===== config.mk =====
export PLATFORM = sky130hd
export DESIGN_NAME = yc_line_sequencer
export DESIGN_NICKNAME = d
export VERILOG_FILES = /design/src/rtl/yc_line_sequencer.sv
export SDC_FILE = /design/constraint.sdc
export NUM_CORES = 1
export LEC_CHECK = 0
export CAP_MARGIN = 30
export CELL_PAD_IN_SITES_DETAIL_PLACEMENT = 0
export CELL_PAD_IN_SITES_GLOBAL_PLACEMENT = 1
export CORE_ASPECT_RATIO = 1.2
export CORE_UTILIZATION = 38
export CTS_BUF_LIST = sky130_fd_sc_hd__clkbuf_16
export CTS_CLUSTER_SIZE = 24
export DETAILED_ROUTE_END_ITERATION = 10
export PLACE_DENSITY_LB_ADDON = 0.12
export SYNTH_ARGS = -nofsm -noshare
export SYNTH_HDL_FRONTEND = slang
export SYNTH_SLANG_ARGS = --single-unit

===== constraint.sdc =====
create_clock -name clk -period 4.9 [get_ports clk]
set_input_delay 1.47 -clock clk [delete_from_list [all_inputs] [get_ports clk]]
set_output_delay 1.47 -clock clk [all_outputs]
set_load 0.01 [all_outputs]

===== src/rtl/yc_line_sequencer.sv =====
// yc_line_sequencer: per-line burst/chroma windows, PAL alternation and vsync-applied subcarrier config
module yc_line_sequencer #(
  parameter int PHASE_W = 40,
  parameter int CNT_W = 10,
  parameter int BURST_START = 40,
  parameter int BURST_LEN = 200,
  parameter logic [PHASE_W-1:0] RST_PHASE_INC = '0
) (
  input  logic               clk,
  input  logic               reset,
  input  logic               hsync,
  input  logic               vsync,
  input  logic               cfg_valid,
  output logic               cfg_ready,
  input  logic [PHASE_W-1:0] cfg_phase_inc,
  input  logic               cfg_pal,
  output logic [PHASE_W-1:0] phase_inc_o,
  output logic               pal_en_o,
  output logic               pal_flip_o,
  output logic               burst_en_o,
  output logic               chroma_en_o,
  output logic [10:0]        line_cnt_o
);
  typedef enum logic [1:0] {SYNC, WAIT, BURST, ACTIVE} state_t;
  localparam logic [CNT_W-1:0] CNT_MAX = '1;
  localparam logic [CNT_W-1:0] BURST_GO = CNT_W'(BURST_START - 1);
  localparam logic [CNT_W-1:0] BURST_END = CNT_W'(BURST_START + BURST_LEN - 1);
  state_t state, state_n;
  logic [CNT_W-1:0] cnt, cnt_n;
  logic hsync_d, vsync_d;
  logic [PHASE_W-1:0] shadow_inc;
  logic shadow_pal, pending;
  wire h_rise = hsync & ~hsync_d;
  wire h_fall = ~hsync & hsync_d;
  wire v_rise = vsync & ~vsync_d;
  wire xfer = cfg_valid & cfg_ready;
  wire pending_n = xfer | (pending & ~v_rise);
  // line window FSM: the pixel counter runs from hsync fall and both window edges are decoded from it
  always_comb begin
    state_n = state;
    cnt_n = (cnt == CNT_MAX) ? cnt : cnt + 1'b1;
    case (state)
      SYNC: begin
        cnt_n = '0;
        if (h_fall) state_n = WAIT;
      end
      WAIT: if (cnt == BURST_GO) state_n = BURST;
      BURST: if (cnt == BURST_END) state_n = ACTIVE;
      default: state_n = state;
    endcase
    if (h_rise) begin
      state_n = SYNC;
      cnt_n = '0;
    end
  end
  // sync edge history, FSM state and registered window outputs
  always_ff @(posedge clk or posedge reset) begin
    if (reset) begin
      hsync_d <= 1'b0;
      vsync_d <= 1'b0;
      state <= SYNC;
      cnt <= '0;
      burst_en_o <= 1'b0;
      chroma_en_o <= 1'b0;
    end else begin
      hsync_d <= hsync;
      vsync_d <= vsync;
      state <= state_n;
      cnt <= cnt_n;
      burst_en_o <= state_n == BURST;
      chroma_en_o <= state_n == ACTIVE;
    end
  end
  // line count and PAL alternation; a mode switch can only happen on vsync rise, which also clears the flip
  always_ff @(posedge clk or posedge reset) begin
    if (reset) begin
      line_cnt_o <= '0;
      pal_flip_o <= 1'b0;
    end else begin
      line_cnt_o <= v_rise ? '0 : (h_rise && line_cnt_o != 11'h7ff) ? line_cnt_o + 1'b1 : line_cnt_o;
      pal_flip_o <= ~v_rise & pal_en_o & (pal_flip_o ^ h_rise);
    end
  end
  // config handshake: one shadowed transfer in flight, committed to the modulator only at frame start
  always_ff @(posedge clk or posedge reset) begin
    if (reset) begin
      shadow_inc <= '0;
      shadow_pal <= 1'b0;
      pending <= 1'b0;
      cfg_ready <= 1'b1;
      phase_inc_o <= RST_PHASE_INC;
      pal_en_o <= 1'b0;
    end else begin
      if (v_rise && pending) begin
        phase_inc_o <= shadow_inc;
        pal_en_o <= shadow_pal;
      end
      if (xfer) begin
        shadow_inc <= cfg_phase_inc;
        shadow_pal <= cfg_pal;
      end
      pending <= pending_n;
      cfg_ready <= ~pending_n;
    end
  end
endmodule


==> run_results.csv, run 1 <==
group,metric,value,unit
cts,clock_path_buffers,2,
floorplanning,boundaryPins,102,
synthesis,synth_area_per_cell,14.0,um2
cts,clkSlewWorstSetupHoldPaths,70,ps
global_route,antenna_found_initial,0,
worst_setup_path,slowest_stage,"clkdlybuf4s50_1",
power_and_ir_drop,p_leak,2.49,nW
timing,worstMarginPinSlew,721,ps
power_and_ir_drop,power_frac_clock,22.7,%
worst_setup_path,cp_max_fo,25,
timing,drv_slew,0,
placement,dp_hpwl,6090,um
worst_setup_path,max_stage_delay,440,ps
flow_run,max_cap_violations,0,
timing,timing.setup.tns,0,ps
global_route,first_global_vias,3025,
route,vias,2913,
worst_setup_path,criticalPathCategory,"in -> reg",
worst_setup_path,worstPathCellList,"clkdlybuf4s50_1 > nor2b_1 > buf_4 > nand2_2 > buf_4 > mux2_2",
route,post_drt_wl_per_cell,15.1,um
power_and_ir_drop,p_seq_share,47.0,%
cts,ctsRootBufferMaster,"clkbuf_16",
final_layout,nFillCells,1044,
floorplanning,fp.dieW,102,um
worst_setup_path,cp_common_cell,"buf_4",
cts,cts_resized,0,
final_layout,drive_above_1_share,26.5,%
synthesis,synth_warnings,0,
cts,cts_num_sinks,112,
power_and_ir_drop,switchingPower,0.807,mW
synthesis,synthCells,324,
synthesis,synth_edf_count,0,
timing,worst_hold_slack,499,ps
synthesis,ys_async_sr_fraction,100,%
route,drc,0,
floorplanning,num_rows,43,
timing,rsz0062_at_grt,"false",
global_route,grt_pass1_wl,14800,um
worst_setup_path,critPathCaptureType,"flip-flop",
synthesis,synth_top_flop_cell,"dfrtp_1",
cts,cts_tree,"done",
cts,cts_buffers,9,
global_route,grt_max_degree,57,
synthesis,synth_seq_cells,112,
timing,timing.fmax,316,MHz
power_and_ir_drop,vdd.ir_drop.worst,0.251,mV
worst_hold_path,min_from,"shadow_inc[19]",
power_and_ir_drop,internal_power,2.17,mW
final_layout,area_growth,33.2,%
final_layout,multiInputGateArea,1660,um2
cts,htreeDepth,3,
worst_setup_path,crit_required,5130,ps
power_and_ir_drop,swShare,27.1,%
power_and_ir_drop,fin_total_pwr,2.98,mW
worst_setup_path,worstSetupStartpointType,"primary input",
floorplanning,dieHeight,122,um
final_layout,regArea,2800,um2
synthesis,ys_types,45,
floorplanning,fp.dieArea,12400,um2
final_layout,diodes,0,
final_layout,nets,477,
global_route,grt_usage,15.7,%
route,firstDrtPassIters,4,
global_route,overflow,0,
final_layout,final_area,6040,um2
timing,fin_skew,5.64,ps
cts,post-cts-setup-buffers,0,
timing,hold_viol_final,0,
worst_setup_path,critPathLaunch,"vsync",
placement,placement.io_buffers,101,
timing,maxSlewHeadroom,51.9,%
timing,timing.final.crit_share,64.6,%
route,routed_via_density,4.93,
route,drt_iter0_drc,67,
timing,setup_violations,0,
synthesis,yosysSeqAreaShare,61.9,%
placement,place_area,5760,um2
power_and_ir_drop,p_per_area,494,nW/um2
power_and_ir_drop,power_frac_comb,30.4,%
synthesis,syn_nets,372,
worst_setup_path,crit_arrival,3390,ps
worst_hold_path,hold_class,"reg -> reg",
run_status,outcome,"completed",
final_layout,instances_no_fill,591,
route,final_antenna_net_count,0,
route,wirelength,8920,um
floorplanning,initial_core_util,39.2,%
placement,gp_congestion,0.706,
synthesis,syn_area,4530,um2
cts,hold_buffers,0,
timing,fin_crit,3160,ps
placement,place_inst,575,
floorplanning,core-area,11600,um2
worst_setup_path,timing.rr.start,"vsync_d",
cts,insertion_delay,340,ps
## path summary, 6_finish.rpt
| kind | end | slack (ps) | cells after the start |
|---|---|---|---|
| setup / recovery | phase_inc_o[15] | 1740 | 6 |
| hold / removal | phase_inc_o[19] | 500 | 1 |
| setup reg to reg | phase_inc_o[15] | 3070 | 5 |
| hold reg to reg | phase_inc_o[19] | 500 | 1 |
| max in group asynchronous | cfg_ready | 2550 | 3 |
| min in group asynchronous | cnt[6] | 1600 | 2 |
## registers in the layout, summed over array words and instances, names as in the netlist, 2 cells and up
register and flops:
state 2, phase_inc_o 40, line_cnt_o 11, shadow_inc 40
cnt 10
## kinds of logic after synthesis
| logic type | share of synthesized area (%) |
|---|---|
| compound gates | 4.53 |
| xor+xnor | 1.35 |
| fa+ha+maj | 0.552 |
| buf+inv | 1.49 |
| flops | 61.9 |
| mux | 21.1 |
| simple gates | 9.11 |
## layout make-up
type / instances / share of cell area, %
tap: 157 / 3.25
clock inverter: 7 / 0.788
sequential: 112 / 46.5
timing repair buffer: 106 / 17.9
clock buffer: 9 / 3.73
multi-input combinational: 196 / 27.6
inverter: 4 / 0.290
## synthesized netlist by cell type, types with 2 or more instances
master,n,area [um2]
dfrtp_1,111,2780
mux2_2,82,923
nor2_1,20,75.1
nand2_1,15,56.3
a21oi_1,6,30.0
a31oi_1,5,31.3
buf_2,5,25.0
nand3_1,5,25.0
o21ai_0,5,25.0
xor2_1,5,43.8
and3_1,4,25.0
buf_1,4,15.0
inv_1,4,15.0
nand4_1,4,25.0
o31ai_1,4,30.0
a211oi_1,3,22.5
nor2b_1,3,18.8
or4_1,3,22.5
clkbuf_1,2,7.51
ha_1,2,25.0
mux2i_1,2,20.0
nand2b_1,2,12.5
nand3_2,2,20.0
nand3b_1,2,15.0
nor3_2,2,20.0
or3_1,2,12.5
xnor2_1,2,17.5
## power groups by stage
stage                     Combinational (mW)  Sequential (mW)  Clock, mW
after floorplan                        0.353             1.47          0
final                                  0.906             1.40      0.676
after global placement                 0.898             1.41          0
after detailed placement               0.923             1.42          0
after global routing                   0.978             1.44      0.729
after CTS                              0.925             1.40      0.698
## routing by layer
layer / track usage, % / vias up / part of all wire (%)
met5: 0 / - / 0
met4: 6.07 / 0 / 1.7
met3: 4.65 / 9 / 5.8
met2: 25.1 / 69 / 48
met1: 19.9 / 1456 / 45
li1: - / 1379 / -
## critical path, delay by kind of cell
| family | cells | cell delay [ps] |
|---|---|---|
| buffers and inverters | 3 | 1030 |
| muxes | 1 | 380 |
| and+or+nand+nor | 2 | 480 |
## layout by cell type (no fill, tap or decap), drive strengths merged, types with 4 or more instances in the layout
cell type	instances
nand3	7
nand2	15
a31oi	5
buf	5
clkbuf	9
inv	5
a21oi	6
and3	5
o21ai	6
nand4	4
xor2	5
o31ai	4
clkdlybuf4s50	101
dfrtp	111
mux2	83
nor2	20
## metrics by stage
stage	util (%)	worst slack [ps]
final	52.2	1740
after CTS	52.2	1700
after detailed placement	49.8	1340
after global routing	52.2	1610
after global placement	49.6	1370
after floorplan	-	473
Power figures use the tool's default switching activity.
==> run 2, diff against run 1 <==
CORE_UTILIZATION = 36   (was 38)
clock period = 2.9 ns   (was 4.9 ns; I/O delays follow)
==> run 2 against run 1 <==
- critical path depth fell by 5
- largest power group unchanged
- sequential cell count unchanged
- highest routed layer unchanged
- via count is essentially flat
- largest cell class unchanged
- final cell count rose by 1.0%
- die area rose by 5.5%
- routed wire length up 3.8%
- non-clock buffer count rose by 2
==> run_results.csv, run 2 (same netlist as run 1, synthesis figures left out) <==
group,metric,value,unit
cts,clkSlewWorstSetupHoldPaths,80,ps
placement,dp_hpwl,6350,um
timing,timing.final.crit_share,80.7,%
worst_hold_path,hold_end,"phase_inc_o[26]",
placement,placement.io_buffers,101,
worst_setup_path,cp_max_fo,11,
floorplanning,core-area,12200,um2
power_and_ir_drop,p_leak,2.55,nW
worst_setup_path,reg2reg_slack,1160,ps
floorplanning,fp.dieArea,13000,um2
global_route,grt_max_degree,83,
power_and_ir_drop,p_per_area,865,nW/um2
final_layout,nets,479,
power_and_ir_drop,vdd.ir_drop.worst,0.412,mV
route,final_antenna_net_count,0,
final_layout,nFillCells,1086,
cts,post-cts-setup-buffers,0,
final_layout,largest_registers,"phase_inc_o (40), shadow_inc (40), line_cnt_o (11)",
final_layout,final_cell_mix,"111 x dfrtp_1, 101 x clkdlybuf4s50_1, 82 x mux2_2, 20 x nor2_1, 13 x nand2_1",
global_route,grt_usage,15.1,%
worst_setup_path,worstPathCellList,"clkdlybuf4s50_1",
route,drt_iter0_drc,113,
timing,timing.fmax,427,MHz
final_layout,drive_above_1_share,27.1,%
timing,setup_violations,0,
placement,place_area,5810,um2
timing,worst_hold_slack,497,ps
worst_hold_path,worstHoldPathCells,1,
placement,gp_congestion,0.777,
worst_setup_path,crit_required,2030,ps
final_layout,multiInputGateArea,1660,um2
cts,ctsRootBufferMaster,"clkbuf_16",
cts,clock_path_buffers,2,
run_status,outcome,"completed",
worst_setup_path,critPathCaptureType,"output pin",
final_layout,regArea,2800,um2
worst_setup_path,cp_num_buf_inv,1,
worst_setup_path,worst-r2r-cell-count,5,
timing,fin_skew,7.90,ps
final_layout,diodes,0,
route,routed_via_density,4.88,
cts,hold_buffers,0,
timing,hold_viol_final,0,
timing,maxSlewHeadroom,51.4,%
worst_setup_path,max_stage_delay,600,ps
global_route,antenna_found_initial,0,
final_layout,final_common_cell,"dfrtp_1",
worst_setup_path,worstSetupStartpointType,"flip-flop",
timing,worstMarginPinSlew,723,ps
final_layout,final_area,6160,um2
cts,htreeDepth,3,
worst_setup_path,timing.rr.start,"cnt[0]",
worst_hold_path,hold_class,"reg -> reg",
flow_run,max_cap_violations,0,
worst_setup_path,criticalPathCategory,"reg -> out",
floorplanning,boundaryPins,102,
cts,cts_num_sinks,112,
worst_setup_path,crit_family,"buffers and inverters",
cts,insertion_delay,340,ps
final_layout,area_growth,36.0,%
floorplanning,initial_core_util,37.2,%
timing,drv_slew,0,
timing,timing.setup.tns,0,ps
route,drc,0,
worst_setup_path,r2r_end,"cnt[0]",
global_route,grt_pass1_wl,15400,um
timing,fin_crit,2340,ps
worst_setup_path,crit_arrival,1470,ps
global_route,first_global_vias,3087,
timing,rsz0062_at_grt,"false",
worst_hold_path,min_from,"shadow_inc[26]",
floorplanning,dieHeight,125,um
route,post_drt_wl_per_cell,15.5,um
route,wirelength,9250,um
worst_setup_path,cp_num_cells,1,
floorplanning,num_rows,44,
global_route,overflow,0,
cts,cts_buffers,9,
worst_setup_path,slowest_stage,"clkdlybuf4s50_1",
route,vias,2915,
route,firstDrtPassIters,4,
cts,cts_tree,"done",
floorplanning,fp.dieW,104,um
cts,cts_resized,0,
==> run 2: changes by cell type in the layout (fill, tap and decap cells not counted) <==
cell	before	now
bufinv_16	0	3
clkinv_1	2	1
inv_6	1	0
clkinvlp_4	3	1
buf_4	3	2
buf_16	1	0
inv_4	1	0
clkinv_4	1	3
buf_12	1	5
==> run 2: metal layers <==
metal / track usage, % / part of all wire [%]
met1: 18.7 / 45
met2: 24.3 / 48
met3: 4.50 / 5.8
met4: 6.30 / 1.4
met5: 0 / 0
==> run 2: power breakdown <==
part	internal (mW)	switching, mW
clock network	0.846	0.564
logic	1.01	0.532
registers	2.09	0.278
==> run 2: area by class of cell <==
class / instances / area share [%]
Multi-Input combinational cell: 196 / 27.0
Timing Repair Buffer: 108 / 18.3
Tap cell: 161 / 3.27
Clock buffer: 9 / 3.66
Inverter: 4 / 0.305
Sequential cell: 112 / 45.5
Clock inverter: 7 / 1.95
==> run 2: through the flow <==
step | power (mW) | utilization [%] | instances | setup slack (ps)
after global placement | 3.92 | 47.8 | 581 | 425
final | 5.33 | 50.6 | 597 | 558
after floorplan | 3.08 | - | 324 | 673
after CTS | 5.41 | 50.6 | 597 | 526
after detailed placement | 3.97 | 47.8 | 581 | 376
after global routing | 5.62 | 50.6 | 597 | 483
==> run 2: how the worst max path moves through the flow <==
stage,startpoint,end,slack (ps)
detailed placement,hsync,line_cnt_o[9],380
CTS,line_cnt_o[3],line_cnt_o[3],530
finish,line_cnt_o[3],line_cnt_o[3],560
floorplan,reset,burst_en_o,670
global route,line_cnt_o[3],line_cnt_o[3],480
global placement,hsync,line_cnt_o[9],420
==> run 2: worst reg2reg max path, cell delays in order (launching register included) <==
cell     delay [ps]
dfrtp_1         400
ha_1            280
nand3_2         160
or3_1           520
xnor2_1         180
nor2_1           60
